**config.mk**
```make
export PLATFORM = sky130hd
export DESIGN_NAME = handle_pool_arbiter_flat
export DESIGN_NICKNAME = d
export VERILOG_FILES = /design/src/rtl/handle_pool_arbiter_if.sv /design/src/rtl/handle_pool_arbiter.sv /design/src/flat_wrapper.sv
export SDC_FILE = /design/constraint.sdc
export NUM_CORES = 1
export LEC_CHECK = 0
export ABC_AREA = 1
export CORE_AREA = 2 2 87 72
export DETAILED_ROUTE_END_ITERATION = 10
export DIE_AREA = 0 0 89 74
export HOLD_SLACK_MARGIN = 0.03
export PLACE_DENSITY = 0.78
export REMOVE_ABC_BUFFERS = 1
export SETUP_SLACK_MARGIN = 0.5
export SLEW_MARGIN = 10
export SYNTH_ARGS = -nofsm -noshare
export SYNTH_HDL_FRONTEND = slang
export SYNTH_SLANG_ARGS = --single-unit
export TNS_END_PERCENT = 20
```
**constraint.sdc**
```tcl
create_clock -name clk -period 2.4 [get_ports clk]
set_input_delay 0.24 -clock clk [delete_from_list [all_inputs] [get_ports clk]]
set_output_delay 0.24 -clock clk [all_outputs]
set_load 0.01 [all_outputs]
```
**src/rtl/handle_pool_arbiter_if.sv**
```systemverilog
// Request/grant, free, touch and status bundle shared by the requester agents
// and the handle pool arbiter.
interface handle_pool_arbiter_if #(
  parameter int NUM_REQ     = 4,
  parameter int NUM_HANDLES = 8,
  parameter int CNT_W       = 8
);
  localparam int REQ_W    = $clog2(NUM_REQ);
  localparam int HANDLE_W = $clog2(NUM_HANDLES);
  localparam int USE_W    = $clog2(NUM_HANDLES + 1);

  logic [NUM_REQ-1:0]  alloc_req;
  logic [NUM_REQ-1:0]  alloc_gnt;
  logic [HANDLE_W-1:0] alloc_handle;
  logic                free_valid;
  logic [HANDLE_W-1:0] free_handle;
  logic [REQ_W-1:0]    free_owner;
  logic                touch_valid;
  logic [HANDLE_W-1:0] touch_handle;
  logic                free_err;
  logic                leak_pulse;
  logic [HANDLE_W-1:0] leak_handle;
  logic [USE_W-1:0]    in_use_count;
  logic [CNT_W-1:0]    leak_count;
  logic                pool_empty;

  // Requester / resource-datapath side.
  modport master (
    output alloc_req, free_valid, free_handle, free_owner, touch_valid, touch_handle,
    input  alloc_gnt, alloc_handle, free_err, leak_pulse, leak_handle,
           in_use_count, leak_count, pool_empty
  );

  // Arbiter side.
  modport slave (
    input  alloc_req, free_valid, free_handle, free_owner, touch_valid, touch_handle,
    output alloc_gnt, alloc_handle, free_err, leak_pulse, leak_handle,
           in_use_count, leak_count, pool_empty
  );
endinterface

```
**src/rtl/handle_pool_arbiter.sv**
```systemverilog
// Handle pool manager: round-robin allocation of the lowest free handle,
// owner-checked frees, and a per-handle lease timer that reclaims leaked
// handles one per cycle (lowest index first).
module handle_pool_arbiter #(
  parameter int NUM_REQ       = 4,
  parameter int NUM_HANDLES   = 8,
  parameter int LEASE_TIMEOUT = 64,
  parameter int CNT_W         = 8
) (
  input  logic                 clk,
  input  logic                 rst_n,
  handle_pool_arbiter_if.slave pool
);
  localparam int REQ_W    = $clog2(NUM_REQ);
  localparam int HANDLE_W = $clog2(NUM_HANDLES);
  localparam int USE_W    = $clog2(NUM_HANDLES + 1);
  localparam int LEASE_W  = $clog2(LEASE_TIMEOUT);
  localparam logic [LEASE_W-1:0] LEASE_LAST = LEASE_W'(LEASE_TIMEOUT - 1);

  // Per-handle state
  logic [NUM_HANDLES-1:0] alloc_q, alloc_d;
  logic [REQ_W-1:0]       owner_q [NUM_HANDLES];
  logic [REQ_W-1:0]       owner_d [NUM_HANDLES];
  logic [LEASE_W-1:0]     lease_q [NUM_HANDLES];
  logic [LEASE_W-1:0]     lease_d [NUM_HANDLES];

  // Arbiter and registered outputs
  logic [REQ_W-1:0]    rr_ptr_q, rr_ptr_d;
  logic [NUM_REQ-1:0]  gnt_q, gnt_d;
  logic [HANDLE_W-1:0] gnt_handle_q, gnt_handle_d;
  logic                free_err_q, free_err_d;
  logic                leak_pulse_q, leak_pulse_d;
  logic [HANDLE_W-1:0] leak_handle_q, leak_handle_d;
  logic [USE_W-1:0]    in_use_q, in_use_d;
  logic [CNT_W-1:0]    leak_cnt_q, leak_cnt_d;
  logic                pool_empty_q, pool_empty_d;

  logic [NUM_REQ-1:0]     eligible;
  logic                   win_found;
  logic [REQ_W-1:0]       win_idx;
  logic                   free_found;
  logic [HANDLE_W-1:0]    free_idx;
  logic                   grant;
  logic                   free_legal;
  logic [NUM_HANDLES-1:0] touch_hit, free_hit, expire, take, rel;
  logic                   leak_found;
  logic [HANDLE_W-1:0]    leak_idx;

  // Round-robin pick: first eligible requester at or after the pointer; the
  // previous grantee is masked because it is still dropping its request.
  always_comb begin
    eligible  = pool.alloc_req & ~gnt_q;
    win_found = 1'b0;
    win_idx   = '0;
    for (int k = NUM_REQ - 1; k >= 0; k--) begin
      if (eligible[REQ_W'((int'(rr_ptr_q) + k) % NUM_REQ)]) begin
        win_found = 1'b1;
        win_idx   = REQ_W'((int'(rr_ptr_q) + k) % NUM_REQ);
      end
    end
  end

  // Lowest-index FREE handle, taken from the pre-free pool state.
  always_comb begin
    free_found = 1'b0;
    free_idx   = '0;
    for (int h = NUM_HANDLES - 1; h >= 0; h--) begin
      if (!alloc_q[HANDLE_W'(h)]) begin
        free_found = 1'b1;
        free_idx   = HANDLE_W'(h);
      end
    end
  end

  assign grant      = win_found && free_found;
  assign free_legal = pool.free_valid && alloc_q[pool.free_handle] &&
                      (owner_q[pool.free_handle] == pool.free_owner);

  // Lowest expiring handle is reclaimed; the others hold at the last count.
  always_comb begin
    leak_found = 1'b0;
    leak_idx   = '0;
    for (int h = NUM_HANDLES - 1; h >= 0; h--) begin
      if (expire[HANDLE_W'(h)]) begin
        leak_found = 1'b1;
        leak_idx   = HANDLE_W'(h);
      end
    end
  end

  for (genvar gi = 0; gi < NUM_HANDLES; gi++) begin : g_handle
    assign touch_hit[gi] = pool.touch_valid && alloc_q[gi] &&
                           (pool.touch_handle == HANDLE_W'(gi));
    assign free_hit[gi]  = free_legal && (pool.free_handle == HANDLE_W'(gi));
    assign expire[gi]    = alloc_q[gi] && (lease_q[gi] == LEASE_LAST) &&
                           !touch_hit[gi] && !free_hit[gi];
    assign take[gi]      = grant && (free_idx == HANDLE_W'(gi));
    assign rel[gi]       = free_hit[gi] || (leak_found && (leak_idx == HANDLE_W'(gi)));
    assign alloc_d[gi]   = take[gi] || (alloc_q[gi] && !rel[gi]);
    assign owner_d[gi]   = take[gi] ? win_idx : owner_q[gi];
    // A free or fresh/touched handle restarts its lease; an expired handle
    // waiting for its reclaim slot stays at the last count.
    assign lease_d[gi]   = (!alloc_d[gi] || take[gi] || touch_hit[gi]) ? '0 :
                           (lease_q[gi] == LEASE_LAST) ? lease_q[gi] :
                           lease_q[gi] + LEASE_W'(1);
  end

  // Status next-state: occupancy is recounted from the next pool state so
  // simultaneous alloc/free/leak always net out exactly.
  always_comb begin
    in_use_d = '0;
    for (int h = 0; h < NUM_HANDLES; h++) begin
      in_use_d = in_use_d + USE_W'(alloc_d[HANDLE_W'(h)]);
    end
    pool_empty_d  = &alloc_d;
    gnt_d         = grant ? (NUM_REQ'(1) << win_idx) : '0;
    gnt_handle_d  = grant ? free_idx : '0;
    rr_ptr_d      = !grant ? rr_ptr_q :
                    (win_idx == REQ_W'(NUM_REQ - 1)) ? '0 : win_idx + REQ_W'(1);
    free_err_d    = pool.free_valid && !free_legal;
    leak_pulse_d  = leak_found;
    leak_handle_d = leak_found ? leak_idx : '0;
    leak_cnt_d    = (leak_found && (leak_cnt_q != '1)) ? leak_cnt_q + CNT_W'(1) : leak_cnt_q;
  end

  // State and output registers; reset discards every lease silently.
  always_ff @(posedge clk or negedge rst_n) begin
    if (!rst_n) begin
      alloc_q       <= '0;
      owner_q       <= '{default: '0};
      lease_q       <= '{default: '0};
      rr_ptr_q      <= '0;
      gnt_q         <= '0;
      gnt_handle_q  <= '0;
      free_err_q    <= 1'b0;
      leak_pulse_q  <= 1'b0;
      leak_handle_q <= '0;
      in_use_q      <= '0;
      leak_cnt_q    <= '0;
      pool_empty_q  <= 1'b0;
    end else begin
      alloc_q       <= alloc_d;
      owner_q       <= owner_d;
      lease_q       <= lease_d;
      rr_ptr_q      <= rr_ptr_d;
      gnt_q         <= gnt_d;
      gnt_handle_q  <= gnt_handle_d;
      free_err_q    <= free_err_d;
      leak_pulse_q  <= leak_pulse_d;
      leak_handle_q <= leak_handle_d;
      in_use_q      <= in_use_d;
      leak_cnt_q    <= leak_cnt_d;
      pool_empty_q  <= pool_empty_d;
    end
  end

  assign pool.alloc_gnt    = gnt_q;
  assign pool.alloc_handle = gnt_handle_q;
  assign pool.free_err     = free_err_q;
  assign pool.leak_pulse   = leak_pulse_q;
  assign pool.leak_handle  = leak_handle_q;
  assign pool.in_use_count = in_use_q;
  assign pool.leak_count   = leak_cnt_q;
  assign pool.pool_empty   = pool_empty_q;
endmodule

```
**src/flat_wrapper.sv**
```systemverilog
// flat-port wrapper written by rule: the top's interface ports become plain ports
module handle_pool_arbiter_flat 
#(
  parameter int NUM_REQ       = 4,
  parameter int NUM_HANDLES   = 8,
  parameter int LEASE_TIMEOUT = 64,
  parameter int CNT_W         = 8
)
  (clk, rst_n, pool_alloc_req, pool_free_valid, pool_free_handle, pool_free_owner, pool_touch_valid, pool_touch_handle, pool_alloc_gnt, pool_alloc_handle, pool_free_err, pool_leak_pulse, pool_leak_handle, pool_in_use_count, pool_leak_count, pool_pool_empty);
  handle_pool_arbiter_if #(.NUM_REQ(NUM_REQ), .NUM_HANDLES(NUM_HANDLES), .CNT_W(CNT_W)) pool_i ();
  input  logic clk;
  input  logic rst_n;
  input wire logic [$bits(pool_i.alloc_req)-1:0] pool_alloc_req;
  input wire logic [$bits(pool_i.free_valid)-1:0] pool_free_valid;
  input wire logic [$bits(pool_i.free_handle)-1:0] pool_free_handle;
  input wire logic [$bits(pool_i.free_owner)-1:0] pool_free_owner;
  input wire logic [$bits(pool_i.touch_valid)-1:0] pool_touch_valid;
  input wire logic [$bits(pool_i.touch_handle)-1:0] pool_touch_handle;
  output wire logic [$bits(pool_i.alloc_gnt)-1:0] pool_alloc_gnt;
  output wire logic [$bits(pool_i.alloc_handle)-1:0] pool_alloc_handle;
  output wire logic [$bits(pool_i.free_err)-1:0] pool_free_err;
  output wire logic [$bits(pool_i.leak_pulse)-1:0] pool_leak_pulse;
  output wire logic [$bits(pool_i.leak_handle)-1:0] pool_leak_handle;
  output wire logic [$bits(pool_i.in_use_count)-1:0] pool_in_use_count;
  output wire logic [$bits(pool_i.leak_count)-1:0] pool_leak_count;
  output wire logic [$bits(pool_i.pool_empty)-1:0] pool_pool_empty;
  assign pool_i.alloc_req = pool_alloc_req;
  assign pool_i.free_valid = pool_free_valid;
  assign pool_i.free_handle = pool_free_handle;
  assign pool_i.free_owner = pool_free_owner;
  assign pool_i.touch_valid = pool_touch_valid;
  assign pool_i.touch_handle = pool_touch_handle;
  assign pool_alloc_gnt = pool_i.alloc_gnt;
  assign pool_alloc_handle = pool_i.alloc_handle;
  assign pool_free_err = pool_i.free_err;
  assign pool_leak_pulse = pool_i.leak_pulse;
  assign pool_leak_handle = pool_i.leak_handle;
  assign pool_in_use_count = pool_i.in_use_count;
  assign pool_leak_count = pool_i.leak_count;
  assign pool_pool_empty = pool_i.pool_empty;
  handle_pool_arbiter #(.NUM_REQ(NUM_REQ), .NUM_HANDLES(NUM_HANDLES), .LEASE_TIMEOUT(LEASE_TIMEOUT), .CNT_W(CNT_W)) u_core (.clk(clk), .rst_n(rst_n), .pool(pool_i));
endmodule
```
==> summary.txt <==
Yosys
  – Seq/Total Area, Yosys: 45.17%
  – Synth area leaders: dfrtp_1 (45%), nand2_1 (11%), inv_1 (5.2%)
  – Cell count after synthesis: 372
  – Register bit total from synthesis: 55
  – Synthesized area per cell: 8.190 sq um
  – Simple-Gate Fraction of Synth Area: 31.42%
  – Largest family of logic cells by synthesized area: simple AND/OR/NAND/NOR gates
  – Xor/xnor share of the synthesized area: 4.025%
  – Yosys warns: 0
  – Netlist cell types: 36
  – Post-synthesis mux area share: 0.6982%
  – Yosys top cell by area: dfrtp_1
  – Fraction of registers with async set/reset: 100.0%
  – Synth Area in Compound Gates: 6.407%
  – Yosys top cell area share: 45.17%
  – Mapped cell area: 3047 sq um
  – Top_reg_cell synth: dfrtp_1
  – Post-synth EDFFs: 0
  – Post-Synth Adder-Cell Area: 3.285%

Layout
  – Fill count: 452
  – Final Util: 69.24%
  – Leading cell types in the layout, fill and taps excluded: nand2_1 (77), dfrtp_1 (52), inv_1 (37)
  – Commonest non-fill, non-tap cell in the layout: nand2_1
  – Nets@finish: 459
  – Area growth syn-to-layout: 30.80%
  – Share of layout cells above drive strength 1: 27.52%
  – # diodes: 0
  – Non-filler cells, final: 517

Placement
  – Placed Cells: 487
  – DP HPWL: 4.448 mm
  – Global placer's final weighted congestion: 0.8147
  – Count of input and output buffers: 34
  – Dpl ws: 0.01407 ns

STA
  – Worst Tran Pin Value: 0.6811 ns
  – Hold Violations, Final: 0
  – Slew HR: 54.60%
  – Setup TNS: 0 ns
  – Slew Viols, Final: 0
  – Setup ws final: 0.3406 ns
  – Worst Skew: 0.01330 ns
  – Final worst-path cycle share: 85.81%
  – RSZ-0062 raised after global routing: true
  – Tmin final: 2.059 ns
  – Worst Hold Margin: 0.01652 ns
  – Fmax achieved: 485.6 MHz
  – Count of final setup violators: 0

Critical path
  – CP Max Fanout: 8
  – Startpoint types: register
  – Critical path launch point: u_core.rr_ptr_q[0]
  – Critical setup path kind: reg -> reg
  – Worst EP arrival: 2.27 ns
  – CP Capture Type: register
  – WP data required: 2.61 ns
  – Reg2Reg Launch Point: u_core.rr_ptr_q[0]

Global route
  – Total track usage: 21.24%
  – First-pass GRT wire length: 10.85 mm
  – Antenna violations before repair: 0
  – Vias in the first global route: 2,484
  – Largest net degree at the start of global routing: 56
  – Grt ovf: 0

Die
  – Num rows: 25
  – Total I/O pin count: 41
  – Die area: 6586 sq um
  – CORE AREA: 5756 sq um
  – Chip width: 89 um
  – Starting Density: 52.93%
  – Die height: 74 um

Power
  – Comb power frac: 54.5%
  – Int Pwr: 2462 uW
  – Leakage: 0.001905 uW
  – Max IR drop VDD: 561.2 uV
  – Sw Ratio: 43.42%
  – Reg power frac: 33.2%
  – Sw power: 1890 uW
  – PwrDens: 1092 nW/um^2
  – Clock share of power: 12.2%

Routing
  – DRT Pass-1 Iters: 4
  – DR iter-0 viols: 107
  – Final ANT Viol Nets: 0
  – DRC viols: 0
  – WL per Instance: 13.62 um
  – Final wirelength: 7.041 mm
  – DR vias/cell: 5.077
  – Via count: 2,625

Status
  – Outcome: completed

Clock tree
  – Hold buffer count at cts: 0
  – CTS H-tree depth: 2
  – CTS Buffer Depth: 2
  – CTS clk-pin slew, worst paths: 0.11 ns
  – Total CTS buffers: 5
  – Clk_lat worst skew: 0.32 ns
  – Clk sinks: 55
  – CTS tree: built
  – Root Driver: clkbuf_8

Run
  – MaxCap Viol Count: 0

Worst hold path
  – Tightest Hold Check Type: in -> async
[power by group through the flow]
stage / Sequential (uW) / Clock, uW / Combinational (uW)
floorplan: 1390 / 0 / 1160
global placement: 1420 / 0 / 1490
detailed placement: 1420 / 0 / 1580
CTS: 1410 / 545 / 1840
global route: 1480 / 582 / 2640
finish: 1450 / 532 / 2370
[final cells by class]
type,count,area [sq um],area share [%]
clock buffers,5,68.82,1.727
clock inverters,3,25.02,0.6279
flip-flops and latches,55,1380,34.63
inverters,52,207.7,5.212
repair buffers,60,545.5,13.69
well taps,81,101.3,2.543
multi-input cells,261,1657,41.57
[timing repair]
item                                    CTS  global route
endpoints found under the setup margin   18            35
gates resized for setup                  17            54
pin swaps                                 7            23
buffers inserted                          7            14
gates cloned                              1             0
hold endpoints to repair                  0             0
[cell usage after synthesis, drive strengths merged, types with 2 or more instances]
cell and count:
dfrtp 55, nor4 2, nor3 5, a21boi 2
buf 9, nand2 102, xnor2 7, o21ai 23
or2 3, nor2 44, inv 52, nand3 30
ha 8, xor2 7, a211oi 2, nor3b 3
a21oi 7, nand3b 4, conb 2
[stage by stage]
step           cell area [sq um]  power [uW]
6_report                    3985        4352
5_1_grt                     3985        4696
4_1_cts                     3675        3796
3_5_place_dp                3461        3001
3_3_place_gp                3461        2908
2_1_floorplan               2994        2552
[routing by layer]
layer | vias up | GRT usage [%] | routed length, um
met5 | - | 0 | 0
met4 | 0 | 6.633 | 175
met3 | 20 | 3.663 | 293
met2 | 70 | 35.16 | 3404
met1 | 1252 | 28.96 | 3167
li1 | 1283 | - | -
[sequential cells by signal, indices dropped and copies added, names as in the netlist]
name                      flops
u_core.alloc_q                8
u_core.lease_q               18
u_core.owner_q                8
u_core.pool.alloc_gnt         4
u_core.pool.alloc_handle      2
u_core.pool.free_err          1
u_core.pool.leak_count        8
u_core.pool.leak_handle       2
u_core.pool.leak_pulse        1
u_core.pool.pool_empty        1
u_core.rr_ptr_q               2
[logic make-up after synthesis]
family,after synthesis
DFF,55
AOI/OAI and AO/OA,36
buffers and inverters,61
adders and majority gates,8
and+or+nand+nor,194
xor gates and xnor gates,14
muxes,2
other,2
[final timing paths]
| check | cells past startpoint | end | slack [ns] |
|---|---|---|---|
| max | 13 | u_core.rr_ptr_q[0] | 0.34 |
| min | 2 | u_core.pool.alloc_gnt[1] | 0.02 |
| max reg2reg | 13 | u_core.rr_ptr_q[0] | 0.34 |
| min reg2reg | 1 | u_core.lease_q[42] | 0.47 |
| max in group asynchronous | 2 | u_core.alloc_q[2] | 1.86 |
| min in group clk | 1 | u_core.lease_q[42] | 0.47 |
[worst max-delay path: stages, from the launching register on]
cell,delay [ns]
dfrtp_2,0.46
clkinv_4,0.11
nand2_2,0.08
o21a_1,0.17
inv_1,0.07
o21ai_1,0.15
inv_1,0.09
a21oi_2,0.17
nand2_2,0.10
o21ai_4,0.11
ha_2,0.22
inv_2,0.04
nand3_1,0.08
o21ai_1,0.09
Note: power is estimated with default switching activity, not from simulation.
